==> config.mk <==
export PLATFORM = sky130hd
export DESIGN_NAME = flag_branch_unit
export DESIGN_NICKNAME = d
export VERILOG_FILES = /design/src/rtl/flag_branch_unit.sv
export SDC_FILE = /design/constraint.sdc
export NUM_CORES = 1
export LEC_CHECK = 0
export BUFFER_PORTS_ARGS = -buffer_cell sky130_fd_sc_hd__buf_4
export CAP_MARGIN = 10
export CORE_AREA = 2 2 39 41
export CTS_CLUSTER_DIAMETER = 50
export CTS_CLUSTER_SIZE = 14
export DETAILED_ROUTE_END_ITERATION = 8
export DIE_AREA = 0 0 41 43
export PLACE_DENSITY = 0.51
export SKIP_LAST_GASP = 1
export SLEW_MARGIN = 20
export SYNTH_ARGS = -nofsm -noshare
export SYNTH_HDL_FRONTEND = slang
export SYNTH_SLANG_ARGS = --single-unit
==> constraint.sdc <==
create_clock -name clk -period 1.4 [get_ports clk]
set_input_delay 0.14 -clock clk [delete_from_list [all_inputs] [get_ports clk]]
set_output_delay 0.14 -clock clk [all_outputs]
set_load 0.01 [all_outputs]
==> src/rtl/flag_branch_unit.sv <==
// flag_branch_unit: architectural N/Z/V flag register plus a branch-condition
// resolver. A flag write from the instruction in execute is forwarded to the
// branch sitting in decode in the same cycle. The resolver returns a
// registered one-cycle resolution pulse to the fetch/PC logic.
module flag_branch_unit (
  input  logic       clk,
  input  logic       rst,
  input  logic [2:0] alu_flag,
  input  logic [2:0] alu_op,
  input  logic       ex_valid,
  input  logic       br_valid,
  input  logic [2:0] br_ccc,
  input  logic       stall,
  input  logic       flush,
  output logic [2:0] flags,
  output logic       br_resolved,
  output logic       br_taken
);

  localparam logic [2:0] OP_ADD    = 3'b000;
  localparam logic [2:0] OP_SUB    = 3'b001;
  localparam logic [2:0] OP_RED    = 3'b010;
  localparam logic [2:0] OP_XOR    = 3'b011;
  localparam logic [2:0] OP_SLL    = 3'b100;
  localparam logic [2:0] OP_SRA    = 3'b101;
  localparam logic [2:0] OP_ROR    = 3'b110;
  localparam logic [2:0] OP_PADDSB = 3'b111;

  typedef enum logic {
    IDLE    = 1'b0,
    RESOLVE = 1'b1
  } state_t;

  state_t     state_q;
  logic [2:0] flags_q;
  logic [2:0] flags_d;
  logic       taken_q;
  logic       resolved_q;

  logic       wr;
  logic       cap;
  logic [2:0] wmask;
  logic [2:0] nf;
  logic       cond;

  // Evaluate a condition code against an [N Z V] flag vector.
  function automatic logic eval_ccc(input logic [2:0] ccc, input logic [2:0] f);
    logic n;
    logic z;
    logic v;
    logic r;
    n = f[2];
    z = f[1];
    v = f[0];
    case (ccc)
      3'b000:  r = ~z;
      3'b001:  r = z;
      3'b010:  r = ~z & ~n;
      3'b011:  r = n;
      3'b100:  r = z | (~z & ~n);
      3'b101:  r = n | z;
      3'b110:  r = v;
      default: r = 1'b1;
    endcase
    return r;
  endfunction

  // Write/capture qualifiers, per-opcode flag masks and the bypassed next flags.
  always_comb begin
    wr    = ex_valid & ~stall & ~flush;
    cap   = br_valid & ~stall & ~flush;
    wmask = 3'b000;
    case (alu_op)
      OP_ADD, OP_SUB:                 wmask = 3'b111;
      OP_XOR, OP_SLL, OP_SRA, OP_ROR: wmask = 3'b010;
      OP_RED, OP_PADDSB:              wmask = 3'b000;
      default:                        wmask = 3'b000;
    endcase
    nf      = wr ? ((alu_flag & wmask) | (flags_q & ~wmask)) : flags_q;
    // nf already equals flags_q whenever stall is high, so the register holds.
    flags_d = nf;
    // Branch sees the post-write flags of the instruction currently in execute.
    cond    = eval_ccc(br_ccc, nf);
  end

  // Architectural flag register.
  always_ff @(posedge clk or posedge rst) begin
    if (rst) begin
      flags_q <= 3'b000;
    end else begin
      flags_q <= flags_d;
    end
  end

  // Resolver FSM with registered resolution pulse and taken result.
  always_ff @(posedge clk or posedge rst) begin
    if (rst) begin
      state_q    <= IDLE;
      resolved_q <= 1'b0;
      taken_q    <= 1'b0;
    end else if (!stall) begin
      case (state_q)
        IDLE, RESOLVE: begin
          if (cap) begin
            state_q    <= RESOLVE;
            resolved_q <= 1'b1;
            taken_q    <= cond;
          end else begin
            state_q    <= IDLE;
            resolved_q <= 1'b0;
            taken_q    <= 1'b0;
          end
        end
        default: begin
          state_q    <= IDLE;
          resolved_q <= 1'b0;
          taken_q    <= 1'b0;
        end
      endcase
    end
  end

  assign flags       = flags_q;
  assign br_resolved = resolved_q;
  assign br_taken    = taken_q;

endmodule
==> impl_metrics.py <==
metrics = {
    "timing": {
        "final-max-slew-violation-count": 0,
        "hold_violations": 0,
        "finalClockSkew_ps": 1.74,
        "fmax_mhz": 715,
        "timing.final.crit_period_ps": 1400,
        "tightest_slew_ps": 398,
        "min_period_over_period_pct": 99.9,
        "grt_setup_unrepaired": "true",
        "finalSetupViolCount": 0,
        "setup_ws_ps": 0.976,
        "relSlewSlack_pct": 72.8,
    },
    "setup_path": {
        "arrival_ps": 1560,
        "path_class": "reg -> reg",
        "end_kind": "register",
        "startpoint_type": "register",
        "cp.required_ps": 1560,
        "critical_path_peak_fanout": 3,
        "reg2reg_setup_slack_ps": 1,
    },
    "clocking": {
        "cts_buffers": 3,
        "clock_sinks": 5,
        "cts_resized": 0,
        "htree_levels": 1,
        "cts-root-buf": "clkbuf_4",
        "clk_pin_slew_ps": 40,
        "clk_latency_ps": 250,
        "clock_tree.buffer_depth": 2,
        "cts_tree": "built",
    },
    "route": {
        "vias": 389,
        "remaining_drc_errors": 0,
        "drtPass1Iterations": 4,
        "ant_nets": 0,
        "drt-initial-drc-count": 2,
        "vias_per_cell": 4.80,
        "routedWlPerCell_um": 11.8,
        "drt_wl_total_um": 957,
    },
    "die": {
        "start_util_pct": 24.7,
        "dieWidth_um": 41,
        "ios": 20,
        "dieArea_um2": 1760,
        "die_y_um": 43,
        "num_rows": 14,
        "core-area_um2": 1380,
    },
    "global_routing": {
        "grt_max_degree": 8,
        "grt_pass1_vias": 362,
        "grt_use_met2_pct": 17.8,
        "grt_pass1_wl_mm": 1.44,
        "overflow": 0,
        "grt_use_total_pct": 12.8,
        "use_met1_pct": 14.7,
        "grtUsageMet3_pct": 5.24,
        "top_usage_layer": "met2",
        "antenna_found_initial": 0,
    },
    "cells_and_area": {
        "final_cells": 81,
        "drive_gt1_share_pct": 52.3,
        "final_nets": 81,
        "final_cell_mix": "buf_4 (25), dfrtp_1 (5)",
        "syn2layout_area_growth_pct": 73.3,
        "antenna_cells": 0,
        "fin_util_pct": 42.8,
        "final_area_um2": 592,
        "layout_commonest_cell": "buf_4",
    },
    "yosys": {
        "netlist_area_um2": 342,
        "synth-simple-area-share_pct": 21.2,
        "synth_area_per_cell_um2": 9.76,
        "synth_warnings": 0,
        "yosysSeqAreaShare_pct": 36.6,
        "syn-num-nets": 50,
        "synth_top_family_by_area": "compound AO/OA/AOI/OAI gates",
        "synth-seq-cells": 5,
        "synth_cell_types": 22,
        "synth_xor_area_share_pct": 2.56,
        "synthCells": 35,
        "synthMuxAreaShare_pct": 6.59,
        "synth_compound_area_share_pct": 29.7,
        "synthAdderAreaFrac_pct": 0,
    },
    "place": {
        "dp_hpwl_um": 779,
        "dp_cells": 75,
        "port_buffers": 19,
        "gp_congestion": 0.768,
        "dp_slack_ps": -180,
        "post_dp_cell_area_um2": 548,
    },
    "power_and_ir_drop": {
        "power_leakage_nw": 0.279,
        "vdd_ir_drop_max_mv": 0.452,
        "cellPowerDensity_nw_per_um2": 979,
    },
    "hold_path": {
        "hold_class": "in -> reg",
    },
    "job": {
        "maxCapViolations": 0,
    },
    "status": {
        "outcome": "completed",
    },
}
==> critical path, stage by stage (launching register included) <==
cell and delay (ps):
dfrtp_1 380, and2_1 140, a22o_1 200, a21o_1 170, a211o_1 230, a32oi_1 190
==> registers in the layout, summed over array words and instances, names as in the netlist <==
signal,flops
br_taken,1
br_resolved,1
flags,3
==> layout make-up <==
cell class | count | area (um^2)
flip-flops and latches | 5 | 125
clock buffers | 4 | 26.3
well taps | 16 | 20.0
fillers | 135 | 792
multi-input cells | 27 | 211
repair buffers | 26 | 198
inverters | 3 | 11.3
==> what timing repair did <==
action | CTS | global route
hold buffers | 1 | 0
endpoints found under the hold margin | 5 | 0
pin swaps | 1 | 1
endpoints found under the setup margin | 1 | 1
cloned | 0 | 0
buffers inserted | 0 | 1
==> kinds of logic (layout without fill, tap and decap cells) <==
group	count (synthesis)	after routing
buffers and inverters	3	33
AO/OA/AOI/OAI	13	13
multiplexers	2	2
flip-flops	5	5
XOR/XNOR	1	1
AND/OR/NAND/NOR	11	11
==> cells in the mapped netlist <==
cell type | count | area [um^2]
a32oi_1 | 1 | 8.76
xnor2_1 | 1 | 8.76
o211ai_1 | 1 | 7.51
a21o_1 | 1 | 7.51
nand2_1 | 2 | 7.51
o221ai_1 | 1 | 8.76
nor3b_1 | 2 | 15.0
inv_1 | 3 | 11.3
and2_1 | 1 | 6.26
a22o_1 | 1 | 8.76
dfrtp_1 | 5 | 125
nand3b_1 | 3 | 22.5
nand2b_1 | 1 | 6.26
or3b_4 | 1 | 11.3
nor2_1 | 1 | 3.75
a311oi_1 | 1 | 8.76
mux2_2 | 2 | 22.5
a211o_1 | 1 | 8.76
a21oi_1 | 3 | 15.0
a211o_2 | 1 | 10.0
a21o_2 | 1 | 8.76
a2111oi_0 | 1 | 8.76
==> metal layers <==
| metal | wire, um | share of wire [%] | vias up |
|---|---|---|---|
| met3 | 105 | 11 | 4 |
| met2 | 433 | 45 | 16 |
| met1 | 402 | 42 | 174 |
| met5 | 0 | 0 | - |
| met4 | 15 | 1.6 | 0 |
| li1 | - | - | 195 |
==> report_power, final <==
part | leakage [nW] | internal [mW] | switching, mW
combinational | 0.202 | 0.134 | 0.0886
clock | 0.0150 | 0.108 | 0.0621
sequential | 0.0618 | 0.171 | 0.0168
==> stage by stage <==
stage | power [mW] | hold slack [ps] | TNS (ps)
4_1_cts | 0.576 | 167 | 0
5_1_grt | 0.621 | 172 | -70.7
3_5_place_dp | 0.400 | 71.2 | -180
3_3_place_gp | 0.400 | 61.7 | -163
2_1_floorplan | 0.280 | -81.5 | 0
6_report | 0.579 | 170 | 0
==> final timing paths <==
path,from,end,cells past startpoint
min,alu_flag[0],flags[0],2
max in group asynchronous,rst,flags[0],3
min reg2reg,br_resolved,br_resolved,1
max,flags[1],br_taken,5
min in group asynchronous,rst,flags[1],3
max reg2reg,flags[1],br_taken,5
(Power assumes the default switching activity.)
